===== src/rtl/mux_pkg.sv =====
// Shared types for the scanning channel multiplexer.
// State encoding and mode constants.
package mux_pkg;

  typedef enum logic [1:0] {
    IDLE   = 2'd0,
    MANUAL = 2'd1,
    SCAN   = 2'd2
  } state_t;

  localparam logic MODE_MANUAL = 1'b0;
  localparam logic MODE_SCAN   = 1'b1;

endpackage


===== src/rtl/mux_scan_nto1_scan_ptr.sv =====
// Dwell counter plus wrapping channel pointer.
// ptr/wrap give the channel to present on this edge.
module scan_ptr #(
  parameter int N_CH  = 8,
  parameter int DWELL = 4
) (
  input  logic                    clk,
  input  logic                    rst_n,
  input  logic                    clr,
  input  logic                    run,
  output logic [$clog2(N_CH)-1:0] ptr,
  output logic                    wrap
);

  localparam int SEL_W = $clog2(N_CH);
  localparam int CNT_W = (DWELL > 1) ? $clog2(DWELL) : 1;
  localparam logic [SEL_W-1:0] LAST = SEL_W'(N_CH - 1);
  localparam logic [CNT_W-1:0] CNT_LAST = CNT_W'(DWELL - 1);

  logic [SEL_W-1:0] ptr_q, ptr_n;
  logic [CNT_W-1:0] cnt_q, cnt_n;

  // next pointer/count: reload on entry, advance after a full dwell
  always_comb begin
    ptr_n = ptr_q;
    cnt_n = '0;
    wrap  = 1'b0;
    if (clr) begin
      ptr_n = '0;
    end else if (run) begin
      if (cnt_q == CNT_LAST) begin
        if (ptr_q == LAST) begin
          ptr_n = '0;
          wrap  = 1'b1;
        end else begin
          ptr_n = ptr_q + SEL_W'(1);
        end
      end else begin
        cnt_n = cnt_q + CNT_W'(1);
      end
    end
  end

  assign ptr = ptr_n;

  // pointer and counter registers
  always_ff @(posedge clk or negedge rst_n) begin
    if (!rst_n) begin
      ptr_q <= '0;
      cnt_q <= '0;
    end else begin
      ptr_q <= ptr_n;
      cnt_q <= cnt_n;
    end
  end

endmodule


===== src/rtl/mux_scan_nto1.sv =====
// Registered N-channel mux with manual select
// and timed auto-scan.
import mux_pkg::*;

module mux_scan_nto1 #(
  parameter int N_CH   = 8,
  parameter int DATA_W = 1,
  parameter int SEL_W  = $clog2(N_CH),
  parameter int DWELL  = 4
) (
  input  logic                   clk,
  input  logic                   rst_n,
  input  logic                   en,
  input  logic                   mode,
  input  logic [SEL_W-1:0]       sel,
  input  logic [N_CH*DATA_W-1:0] d,
  output logic [DATA_W-1:0]      y,
  output logic                   y_valid,
  output logic [SEL_W-1:0]       ch,
  output logic                   wrap
);

  state_t state, nxt;
  logic scan_clr, scan_run;
  logic [SEL_W-1:0] ptr;
  logic wrap_n;
  logic [DATA_W-1:0] man_y, scan_y;
  logic man_ok;

  // next state follows en/mode directly
  always_comb begin
    nxt = IDLE;
    if (en) nxt = (mode == MODE_SCAN) ? SCAN : MANUAL;
  end

  assign scan_run = (nxt == SCAN);
  assign scan_clr = scan_run && (state != SCAN);

  scan_ptr #(
    .N_CH (N_CH),
    .DWELL(DWELL)
  ) u_ptr (
    .clk  (clk),
    .rst_n(rst_n),
    .clr  (scan_clr),
    .run  (scan_run),
    .ptr  (ptr),
    .wrap (wrap_n)
  );

  // channel slices; out-of-range sel matches nothing
  always_comb begin
    man_y  = '0;
    man_ok = 1'b0;
    scan_y = '0;
    for (int k = 0; k < N_CH; k++) begin
      if (sel == SEL_W'(k)) begin
        man_y  = d[k*DATA_W +: DATA_W];
        man_ok = 1'b1;
      end
      if (ptr == SEL_W'(k)) scan_y = d[k*DATA_W +: DATA_W];
    end
  end

  // state and registered outputs
  always_ff @(posedge clk or negedge rst_n) begin
    if (!rst_n) begin
      state   <= IDLE;
      y       <= '0;
      y_valid <= 1'b0;
      ch      <= '0;
      wrap    <= 1'b0;
    end else begin
      state <= nxt;
      unique case (nxt)
        MANUAL: begin
          ch      <= sel;
          y       <= man_ok ? man_y : '0;
          y_valid <= man_ok;
          wrap    <= 1'b0;
        end
        SCAN: begin
          ch      <= ptr;
          y       <= scan_y;
          y_valid <= 1'b1;
          wrap    <= wrap_n;
        end
        default: begin
          y       <= '0;
          y_valid <= 1'b0;
          wrap    <= 1'b0;
        end
      endcase
    end
  end

endmodule


===== config.mk =====
export PLATFORM = sky130hd
export DESIGN_NAME = mux_scan_nto1
export DESIGN_NICKNAME = d
export VERILOG_FILES = /design/src/rtl/mux_pkg.sv /design/src/rtl/mux_scan_nto1_scan_ptr.sv /design/src/rtl/mux_scan_nto1.sv
export SDC_FILE = /design/constraint.sdc
export NUM_CORES = 1
export LEC_CHECK = 0
export CORE_ASPECT_RATIO = 0.8
export CORE_UTILIZATION = 35
export DETAILED_ROUTE_END_ITERATION = 8
export GPL_ROUTABILITY_DRIVEN = 1
export GPL_TIMING_DRIVEN = 0
export SLEW_MARGIN = 20
export SYNTH_ARGS = -nofsm -noshare
export SYNTH_HDL_FRONTEND = slang
export SYNTH_SLANG_ARGS = --single-unit

===== constraint.sdc =====
create_clock -name clk -period 2.9 [get_ports clk]
set_input_delay 0.58 -clock clk [delete_from_list [all_inputs] [get_ports clk]]
set_output_delay 0.58 -clock clk [all_outputs]
set_load 0.1 [all_outputs]

==> metrics.yaml, run 1 <==
critical_path_arrival_ns: 1.76
tightestPinTransition_ns: 0.9746
insertion_delay_ns: 0.28
grt_pass1_vias: 592
initial_core_util_pct: 37.79
worst_hold_path.num_cells: 1
critPathTopFamily: "buffers and inverters"
yosysSeqAreaShare_pct: 44.67
cts_hold_buf: 0
max_freq_ghz: 0.4268
drv_cap: 0
drt_wl_total_mm: 1.446
drive_gt1_share_pct: 20.24
rows: 14
htreeDepth: 1
syn-cell-area_um2: 728.2
worstHoldPathType: "reg2reg"
worst_setup_path_start_kind: "flip-flop"
antenna_found_initial: 0
dp_hpwl_mm: 1.161
whs_endpoint: "u_ptr.cnt_q[0]"
ios: 21
grt_max_degree: 14
fin_crit_ns: 2.343
grt_pass1_wl_mm: 2.573
crit_chain: "clkdlybuf4s50_1"
cts_sinks: 13
rr_endpoint: "y"
antenna_cells: 0
overflow: 0
io_buffer_count: 20
startpoint: "ch[0]"
cp_num_buf_inv: 1
slowest_stage: "clkdlybuf4s50_1"
power_density_nw_per_um2: 421.3
slowest_delay_ns: 1.13
crit_type: "reg2out"
drc_errors: 0
root_buffer: "clkbuf_4"
rsz0062_at_grt: "no"
finClkSkew_ns: 0.007049
post_cts_buffers: 0
finalSetupViolCount: 0
ant_nets: 0
reg2reg_slack_ns: 0.65
path_max_fanout: 2
crit_required_ns: 2.32
clkTransAtPathRegs_ns: 0.07
synthCells: 60
postLayoutCoreUtil_pct: 51.10
avgViaCountPerCell: 4.972
cts-resized-gates: 0
grt_util_all_layers_pct: 16.13
numCtsBuffers: 3
fp.dieH_um: 42.80
wl_per_cell_um: 13.39
dieArea_um2: 2268
dr.pass1.iters: 2
period_share_pct: 80.79
ir_drop_v: 0.0003458
ctsLongestPathBuffers: 2
hold_violations: 0
synth_cell_types: 29
syn2layout_area_growth_pct: 35.22
synth_seq_cells: 13
reg2reg_depth: 7
num_vias: 537
r2r-start: "u_ptr.ptr_q[0]"
outcome: "complete, no violations"
core_area_um2: 1927
drt_iter0_markers: 3
synth.avg_cell_area_um2: 12.14
yosys_warnings: 0
end_kind: "output port"
drv_slew: 0
final.setup.tns_ns: 0
relSlewSlack_pct: 34.82
die_x_um: 53.00
syn_nets: 78
final_nets: 103
cts_tree: "done"
gp_congestion: 0.7762
p_leak_nw: 0.4345
min_from: "u_ptr.cnt_q[0]"
==> kinds of logic (layout without fill, tap and decap cells) <==
logic type               Yosys count  count (layout)  synth area share (%)
buffers and inverters              4              28                 2.403
multiplexers                      11              11                 19.59
AND/OR/NAND/NOR                   19              19                 14.95
flip-flops                        13              13                 44.67
adder cells (fa/ha/maj)            3               3                 5.155
AO/OA/AOI/OAI                     10              10                 13.23
==> synth_stat cells <==
cell	instances	area share, %
nor2_2	1	0.86
mux2i_1	3	4.1
nor4_1	1	0.86
inv_1	1	0.51
o31ai_1	1	1.0
nor2b_1	2	1.7
mux2_2	5	7.7
o41ai_1	1	1.2
a32o_1	2	2.7
clkbuf_1	1	0.51
o21ai_2	1	1.2
and2_1	1	0.86
a32oi_4	1	3.8
or3b_1	1	1.2
a21oi_1	3	2.1
nand2_2	1	0.86
dfrtp_1	13	45
and3_1	2	1.7
nand2b_1	3	2.6
mux4_2	2	6.2
nand2_1	1	0.51
nor2_1	4	2.1
clkinv_2	1	0.69
nand3_1	1	0.69
nor3b_1	1	1.0
ha_1	3	5.2
a21oi_2	1	1.2
mux2_1	1	1.5
buf_2	1	0.69
==> worst reg2reg max path, stage by stage (launching register included) <==
cell and delay [ns]:
dfrtp_1 0.43, ha_1 0.21, ha_1 0.21, or3b_1 0.37, a21oi_2 0.22, mux2_2 0.37, o31ai_1 0.23, o41ai_1 0.10
==> registers in the layout (all words and copies together) (netlist names) <==
register,cells
u_ptr.ptr_q,3
wrap,1
y,1
state,2
y_valid,1
u_ptr.cnt_q,2
ch,3
==> area by class of cell <==
type | count | area [µm²]
Clock buffer | 4 | 26.28
Tap cell | 24 | 30.03
Timing Repair Buffer | 20 | 200.2
Sequential cell | 13 | 325.3
Fill cell | 196 | 942.2
Inverter | 2 | 8.758
Buffer | 2 | 8.758
Multi-Input combinational cell | 43 | 385.4
==> per-layer routing <==
layer	share of wire, %	global-route usage [%]	wire length (µm)	up-vias
met3	6.3	5.735	91	2
met1	49	20.67	702	247
met2	44	25.06	632	19
li1	-	-	-	269
met5	0	0	0	-
met4	1.2	5.263	18	0
==> report_power, final <==
part / switching (mW) / total [mW] / leakage (nW) / internal, mW
Clock: 0.0594 / 0.113 / 0.0150 / 0.0533
Combinational: 0.0691 / 0.110 / 0.248 / 0.0414
Sequential: 0.00300 / 0.192 / 0.171 / 0.189
Total: 0.132 / 0.415 / 0.435 / 0.283
==> placed cells by master (no fill, tap or decap), drive strengths merged, types with 2 or more instances in the layout <==
cell and n:
a21oi 4, a32o 2, and3 2, clkbuf 5
clkdlybuf4s50 20, dfrtp 13, ha 3, mux2 6
mux2i 3, mux4 2, nand2 2, nand2b 3
nor2 5, nor2b 2
==> metrics by stage <==
| stage | hold slack, ns | instance area (µm²) | total power [mW] | setup WS (ns) | std cells |
|---|---|---|---|---|---|
| floorplan | 0.2844 | 728.2 | 0.2619 | 0.8192 | 60 |
| CTS | 0.4812 | 984.7 | 0.4188 | 0.5449 | 108 |
| global route | 0.5062 | 984.7 | 0.4385 | 0.4758 | 108 |
| finish | 0.4767 | 984.7 | 0.4149 | 0.5572 | 108 |
| detailed placement | 0.4709 | 958.4 | 0.3062 | 0.2836 | 104 |
| global placement | 0.4365 | 958.4 | 0.3049 | 0.2515 | 104 |
==> how the worst max path moves through the flow <==
stage / endpoint / cells after the start / slack, ns
floorplan: y / 7 / 0.82
global placement: y / 7 / 0.25
CTS: ch[0] / 1 / 0.54
detailed placement: y / 7 / 0.28
global route: y / 7 / 0.48
finish: ch[0] / 1 / 0.56
Note: power is estimated with default switching activity, not from simulation.
==> run 2: changes to the inputs <==
- clock period: 2.9 -> 2.4 ns (I/O delays scaled with it)
==> results of run 2 <==
The final DEF is identical to that of run 1. Status: complete, no violations.
Among the figures that moved: setup slack after placement 0.2836 ns -> -0.1164 ns; clock-pin slew on the worst setup and hold paths 0.07 ns -> 0.08 ns; setup slack after layout 0.5572 ns -> 0.1486 ns; start point of the critical path ch[0] -> u_ptr.ptr_q[0]; end point of the critical path ch[0] -> y; register-to-register setup slack 0.65 ns -> 0.15 ns; total power 0.4149 mW -> 0.5013 mW; worst IR drop on VDD 0.0003458 V -> 0.0004178 V
==> run 3: changes to the inputs <==
- CTS_CLUSTER_DIAMETER: not set -> 80
- CTS_CLUSTER_SIZE: not set -> 10
- SKIP_LAST_GASP: not set -> 1
==> results of run 3 <==
The final DEF is identical to that of run 1. Status: complete, no violations.
Among the figures that moved: setup slack after placement 0.2836 ns -> -0.1164 ns; clock-pin slew on the worst setup and hold paths 0.07 ns -> 0.08 ns; setup slack after layout 0.5572 ns -> 0.1486 ns; start point of the critical path ch[0] -> u_ptr.ptr_q[0]; end point of the critical path ch[0] -> y; register-to-register setup slack 0.65 ns -> 0.15 ns; total power 0.4149 mW -> 0.5013 mW; worst IR drop on VDD 0.0003458 V -> 0.0004178 V
